`config.mk`:
```
export PLATFORM = sky130hd
export DESIGN_NAME = fsm_cmd_guard
export DESIGN_NICKNAME = d
export VERILOG_FILES = /design/src/rtl/fsm_cmd_guard.sv
export SDC_FILE = /design/constraint.sdc
export NUM_CORES = 1
export LEC_CHECK = 0
export CORE_UTILIZATION = 57
export CTS_BUF_LIST = sky130_fd_sc_hd__clkbuf_8 sky130_fd_sc_hd__clkbuf_16
export CTS_CLUSTER_DIAMETER = 60
export DETAILED_ROUTE_END_ITERATION = 12
export PLACE_DENSITY = 0.83
export SLEW_MARGIN = 5
export SYNTH_ARGS = -nofsm -noshare
export SYNTH_HDL_FRONTEND = slang
export SYNTH_SLANG_ARGS = --single-unit
```
`constraint.sdc`:
```
create_clock -name clk -period 4.3 [get_ports clk]
set_input_delay 0.645 -clock clk [delete_from_list [all_inputs] [get_ports clk]]
set_output_delay 0.645 -clock clk [all_outputs]
set_load 0.005 [all_outputs]
```
`src/rtl/fsm_cmd_guard.sv`:
```
// Command qualification stage for the 2-bit state FSM: validates raw commands
// against a shadow of the FSM state, queues legal targets, locks on repeated abuse.
module fsm_cmd_guard #(
  parameter int DEPTH       = 4,
  parameter int MAX_ILLEGAL = 3,
  parameter int CNT_W       = 4
) (
  input  logic                     clk,
  input  logic                     rst_n,
  input  logic                     in_valid,
  input  logic [2:0]               in_cmd,
  output logic                     in_ready,
  output logic                     out_valid,
  output logic [1:0]               out_state,
  input  logic                     out_ready,
  output logic                     err_illegal,
  output logic [CNT_W-1:0]         illegal_cnt,
  output logic                     locked,
  input  logic                     unlock,
  output logic [$clog2(DEPTH):0]   fifo_level
);

  localparam int AW = $clog2(DEPTH);

  localparam logic [0:0] ST_RUN    = 1'b0;
  localparam logic [0:0] ST_LOCKED = 1'b1;

  localparam logic [AW:0]      LVL_FULL = (AW+1)'(DEPTH);
  localparam logic [AW:0]      LVL_ONE  = (AW+1)'(1);
  localparam logic [AW-1:0]    PTR_ONE  = AW'(1);
  localparam logic [CNT_W-1:0] CNT_MAX  = CNT_W'(MAX_ILLEGAL);
  localparam logic [CNT_W-1:0] CNT_ONE  = CNT_W'(1);

  logic [0:0]       r_mode;
  logic [1:0]       r_shadow;
  logic [1:0]       r_mem [DEPTH];
  logic [AW-1:0]    r_wptr;
  logic [AW-1:0]    r_rptr;
  logic [AW:0]      r_level;
  logic             r_err;
  logic [CNT_W-1:0] r_cnt;

  logic             w_full;
  logic             w_empty;
  logic             w_acc;
  logic             w_legal;
  logic             w_push;
  logic             w_pop;
  logic [CNT_W-1:0] w_cnt_inc;

  assign w_full    = (r_level == LVL_FULL);
  assign w_empty   = (r_level == '0);
  assign in_ready  = (r_mode == ST_RUN) && !w_full;
  assign w_acc     = in_valid && in_ready;
  assign w_push    = w_acc && w_legal;
  assign out_valid = !w_empty;
  assign w_pop     = out_valid && out_ready;
  assign w_cnt_inc = (r_cnt == CNT_MAX) ? r_cnt : r_cnt + CNT_ONE;

  assign out_state   = out_valid ? r_mem[r_rptr] : 2'b00;
  assign err_illegal = r_err;
  assign illegal_cnt = r_cnt;
  assign locked      = (r_mode == ST_LOCKED);
  assign fifo_level  = r_level;

  // Allowed moves: forward one step around 0->1->2->3, or back to 0 from any non-zero state.
  always_comb begin
    w_legal = 1'b0;
    if (!in_cmd[2]) begin
      case (r_shadow)
        2'd0:    w_legal = (in_cmd[1:0] == 2'd1);
        2'd1:    w_legal = (in_cmd[1:0] == 2'd2) || (in_cmd[1:0] == 2'd0);
        2'd2:    w_legal = (in_cmd[1:0] == 2'd3) || (in_cmd[1:0] == 2'd0);
        default: w_legal = (in_cmd[1:0] == 2'd0);
      endcase
    end
  end

  always_ff @(posedge clk) begin
    if (w_push) begin
      r_mem[r_wptr] <= in_cmd[1:0];
    end
  end

  always_ff @(posedge clk) begin
    if (!rst_n) begin
      r_mode   <= ST_RUN;
      r_shadow <= '0;
      r_wptr   <= '0;
      r_rptr   <= '0;
      r_level  <= '0;
      r_err    <= 1'b0;
      r_cnt    <= '0;
    end else begin
      r_err <= 1'b0;
      if (r_mode == ST_LOCKED) begin
        // Input side is frozen; only unlock or downstream drain can change state.
        if (unlock) begin
          r_mode   <= ST_RUN;
          r_shadow <= '0;
          r_wptr   <= '0;
          r_rptr   <= '0;
          r_level  <= '0;
          r_cnt    <= '0;
        end else if (w_pop) begin
          r_rptr  <= r_rptr + PTR_ONE;
          r_level <= r_level - LVL_ONE;
        end
      end else begin
        if (w_push) begin
          r_wptr <= r_wptr + PTR_ONE;
        end
        if (w_pop) begin
          r_rptr <= r_rptr + PTR_ONE;
        end
        case ({w_push, w_pop})
          2'b10:   r_level <= r_level + LVL_ONE;
          2'b01:   r_level <= r_level - LVL_ONE;
          default: r_level <= r_level;
        endcase
        if (w_acc) begin
          if (w_legal) begin
            r_shadow <= in_cmd[1:0];
            r_cnt    <= '0;
          end else begin
            r_err <= 1'b1;
            r_cnt <= w_cnt_inc;
            if (w_cnt_inc == CNT_MAX) begin
              r_mode <= ST_LOCKED;
            end
          end
        end
      end
    end
  end

endmodule

```
==> results of run 1 <==
## metrics by stage
step                      utilization  area, um^2  total power, mW
final                           0.719        1590            0.706
after global placement          0.698        1540            0.561
after CTS                       0.719        1590            0.707
after detailed placement        0.698        1540            0.571
after floorplan                     -        1340            0.468
after global routing            0.719        1590            0.748
## final cells by class
cell class	instances	area, um^2	area share
Clock buffer	3	41.3	0.0260
Clock inverter	1	5.00	0.00315
Inverter	10	37.5	0.0236
Multi-Input combinational cell	98	731	0.459
Sequential cell	23	541	0.340
Tap cell	28	35.0	0.0220
Timing Repair Buffer	20	200	0.126
## flip-flops by register name, summed over array words and instances, names as in the netlist
| register | flops |
|---|---|
| r_rptr | 2 |
| illegal_cnt | 4 |
| fifo_level | 3 |
| err_illegal | 1 |
| locked | 1 |
| r_mem | 8 |
| r_wptr | 2 |
| r_shadow | 2 |
## synthesized netlist by cell type, types with 3 or more instances
master and number:
xnor2_1 4, nand3_1 7, edfxtp_1 8, ha_1 11
nor2_1 9, nand3b_1 3, nand2_1 12, inv_1 10
nand2b_1 3, a21oi_1 9, and2_1 8, dfxtp_1 15
## routing by layer
metal,part of all wire,track usage,vias to the layer above
met4,0.022,0.120,0
met2,0.50,0.393,29
met1,0.43,0.267,501
met5,0,0,-
li1,-,-,514
met3,0.039,0.0424,8
## worst reg2reg max path, delay by kind of cell, from the launching register on
kind	cells	cell delay (ns)
DFF	1	0.36
adders and majority gates	1	0.27
AOI/OAI and AO/OA	3	0.95
muxes	1	0.41
and+or+nand+nor	2	0.26
buffers and inverters	1	0.10
## kinds of logic (layout without fill, tap and decap cells)
family,count (synthesis),after routing,synth area share
simple gates,50,50,0.197
compound gates,25,25,0.132
flops,23,23,0.403
buf+inv,15,34,0.0522
fa+ha+maj,11,11,0.103
xor+xnor,6,6,0.0392
mux,6,6,0.0737
## final timing paths
check                                    from            end  slack [ns]  cells after the start
worst max-delay path                in_cmd[1]  fifo_level[1]        1.68                      7
worst min register to register    r_shadow[0]    r_shadow[0]        0.52                      2
worst min-delay path              r_shadow[0]    r_shadow[0]        0.52                      2
worst max register to register  fifo_level[0]  fifo_level[1]        1.88                      8
## where the power goes
part           switching (mW)  internal [mW]  leakage, nW
Clock                  0.0718         0.0648       0.0255
Sequential             0.0331          0.250        0.194
Combinational           0.129          0.158        0.370
Total                   0.234          0.472        0.589
==> flow_metrics.tcl, run 1 <==
set metrics [dict create \
    outcome "finished, final reports clean" \
    clk_latency_ns 0.27 \
    firstDrtPassIters 4 \
    grt-ovfl-total 0 \
    dp_slack_ns 1.46 \
    cp.arrival_ns 2.81 \
    synth-main-ff-cell "dfxtp_1" \
    h-tree-depth 1 \
    clock_path_buffers 2 \
    drc 0 \
    dp.cells 179 \
    async_flop_share 0 \
    finClkSkew_ns 0.00695 \
    fillers 173 \
    max_slew_margin 0.615 \
    critPathSlowestCell "o21ba_1" \
    synth_area_leaders "dfxtp_1, edfxtp_1, ha_1, and2_1, a21oi_1" \
    fp.dieH_um 50.5 \
    fin_cells 183 \
    fin_crit_sh 0.608 \
    cts_hold_buf 0 \
    hpwlAfterDp_um 1970 \
    yosysWarningCount 0 \
    critPathTopFamily "compound AO/OA/AOI/OAI gates" \
    layout_commonest_cell "clkdlybuf4s50_1" \
    design.die.area_um2 2550 \
    grt_pass1_wl_um 4220 \
    path_buf_inv 1 \
    fmax_ghz 0.382 \
    synth_edf_count 8 \
    antenna_cells 0 \
    yosys_register_bits 23 \
    worst_slack_ns 1.68 \
    numCtsBuffers 3 \
    powerDensity_nw_per_um2 444 \
    hold_violations 0 \
    gp_congestion 0.831 \
    cp-start-kind "input port" \
    crit_chain "clkdlybuf4s50_1, o21ai_0, nand4_1, o21ba_1, mux2i_4, nand3_1, o31ai_2" \
    yosys.cell_types.count 43 \
    grt_pass1_vias 1011 \
    antenna_found_initial 0 \
    worstPathMaxFanout 16 \
    detail_route.wl_per_cell_um 14.4 \
    setup_violations 0 \
    wl_um 2640 \
    worstMarginPinSlew_ns 0.577 \
    layout_min_cycle_time_ns 2.62 \
    avgSynthCellArea_um2 9.86 \
    cp_slowest_stage_delay_ns 0.60 \
    path_class "in -> reg" \
    area_delta_synth_final_pct 18.6 \
    synth_top_area_share 0.224 \
    drt-initial-drc-count 21 \
    min_path_type "reg -> reg" \
    coreArea_um2 2210 \
    syn_inst 136 \
    ctsResizeCount 0 \
    dr_total_vias 1052 \
    clkTransAtPathRegs_ns 0.09 \
    synth_fp_nets 155 \
    numPortBuffers 20 \
    num_io_pins 21 \
    p_leak_nw 0.589 \
    maxCapViolations 0 \
    cts-root-buf "clkbuf_8" \
    grt_max_degree 17 \
    rows 17 \
    setup_tns_ns 0 \
    netlist_area_um2 1340 \
    fp.dieW_um 50.5 \
    drv_slew 0 \
    start_util 0.606 \
    cts_tree "built" \
    postRouteAntennaNets 0 \
    yosysTopAreaCell "dfxtp_1" \
    ir_drop_uv 282 \
    required_ns 4.50 \
    via_per_inst 5.75 \
    clock-sinks 23 \
    final_cell_mix "clkdlybuf4s50_1, dfxtp_1, nand2_1, ha_1, inv_1" \
    ys_seq_area_frac 0.403 \
    cts_setup_buffers 0 \
    fin_hold_ws_ns 0.521 \
    end_kind "register" \
    drive_above_1_share 0.0839 \
    track_usage 0.228 \
    rsz0062_at_grt "false" \
    fin_nets 175 \
]
No activity file was read; power rests on OpenSTA's default activity.
==> run 2: changes to the inputs <==
- CORE_UTILIZATION: 57 -> 53
- PLACE_DENSITY: 0.83 -> 0.78
- clock period: 4.3 -> 2.7 ns (I/O delays scaled with it)
==> flow_metrics.tcl, run 2 (synthesized netlist as in run 1, its figures left out) <==
set metrics [dict create \
    cts-root-buf "clkbuf_8" \
    path_class "reg -> reg" \
    grt_pass1_wl_um 4600 \
    firstDrtPassIters 4 \
    layout_commonest_cell "clkdlybuf4s50_1" \
    start_util 0.584 \
    dr_total_vias 1052 \
    maxCapViolations 0 \
    gp_congestion 0.843 \
    ir_drop_uv 551 \
    grt-ovfl-total 0 \
    clock-sinks 23 \
    ctsResizeCount 0 \
    drv_slew 0 \
    h-tree-depth 1 \
    finClkSkew_ns 0.00415 \
    top_register "r_mem" \
    clk_latency_ns 0.27 \
    regArea_um2 541 \
    wl_um 2740 \
    final_cell_mix "clkdlybuf4s50_1, dfxtp_1, nand2_1, ha_1, inv_1" \
    cp_slowest_stage_delay_ns 0.57 \
    powerDensity_nw_per_um2 705 \
    largest_register_ffs 8 \
    antenna_found_initial 0 \
    antenna_cells 0 \
    coreArea_um2 2300 \
    clkTransAtPathRegs_ns 0.09 \
    m1WireLength_um 1170 \
    track_usage 0.233 \
    drive_above_1_share 0.0897 \
    path_buf_inv 1 \
    num_io_pins 21 \
    fp.dieW_um 52.3 \
    numCtsBuffers 3 \
    grt_pass1_vias 1021 \
    design.die.area_um2 2740 \
    p_leak_nw 0.591 \
    fillers 179 \
    worstMarginPinSlew_ns 0.501 \
    setup_tns_ns 0 \
    routed-wl-met2_um 1400 \
    fin_crit_sh 0.906 \
    drc 0 \
    critPathTopFamily "compound AO/OA/AOI/OAI gates" \
    total_power_mw 1.13 \
    multiInputGateArea_um2 731 \
    postRouteAntennaNets 0 \
    crit_chain "inv_1, ha_1, a21oi_2, nand4_1, o21ba_1, mux2i_4, nand3_1, o31ai_2" \
    cp-start-kind "register" \
    outcome "finished, final reports clean" \
    end_kind "register" \
    critPathSlowestCell "o21ba_1" \
    drt-initial-drc-count 25 \
    setup_violations 0 \
    final_util 0.697 \
    cts_hold_buf 0 \
    via_per_inst 5.72 \
    fp.dieH_um 52.3 \
    required_ns 2.89 \
    fin_nets 176 \
    layout_min_cycle_time_ns 2.45 \
    dr_wl_met3_um 128 \
    area_delta_synth_final_pct 19.3 \
    hpwlAfterDp_um 2140 \
    top_layer "met4" \
    rows 17 \
    numPortBuffers 20 \
    fin_area_um2 1600 \
    placed_area_um2 1550 \
    grt_max_degree 15 \
    max_slew_margin 0.666 \
    clock_path_buffers 2 \
    cts_tree "built" \
    cts_setup_buffers 0 \
    cp.arrival_ns 2.63 \
    hold_violations 0 \
    rsz0062_at_grt "false" \
    detail_route.wl_per_cell_um 14.9 \
    min_path_type "reg -> reg" \
    worstPathMaxFanout 13 \
    fmax_ghz 0.409 \
]
-- run 2: power by group --
group          switching (mW)  internal, mW  leakage, nW
Combinational           0.203         0.252        0.375
Clock                   0.118         0.105       0.0217
Sequential             0.0527         0.398        0.194
-- run 2: area by class of cell --
cell class,count,area share
clock inverters,1,0.00469
multi-input cells,98,0.457
well taps,28,0.0219
clock buffers,3,0.0258
flip-flops and latches,23,0.338
repair buffers,21,0.130
inverters,10,0.0235
-- run 2: final timing paths --
path	cells past startpoint	slack, ns	from	end
worst max-delay path	8	0.25	fifo_level[0]	fifo_level[1]
worst min-delay path	2	0.53	r_shadow[0]	r_shadow[0]
worst max register to register	8	0.25	fifo_level[0]	fifo_level[1]
worst min register to register	2	0.53	r_shadow[0]	r_shadow[0]
-- run 2: routing by layer --
| metal | track usage | vias to the layer above |
|---|---|---|
| met5 | 0 | - |
| met4 | 0.0658 | 0 |
| met3 | 0.0638 | 9 |
| met2 | 0.409 | 30 |
| met1 | 0.275 | 496 |
| li1 | - | 517 |
-- run 2: worst min-delay path, stage by stage (launching register included) --
cell and delay [ns]:
dfxtp_1 0.34, nand3b_1 0.09, a21oi_1 0.06
-- run 2: through the flow --
stage               worst slack [ns]  instances  hold slack, ns
floorplan                      0.753        136           0.480
finish                         0.254        184           0.532
global placement               0.262        180           0.512
detailed placement            0.0944        180           0.522
global route                  0.0575        184           0.549
CTS                            0.293        184           0.534
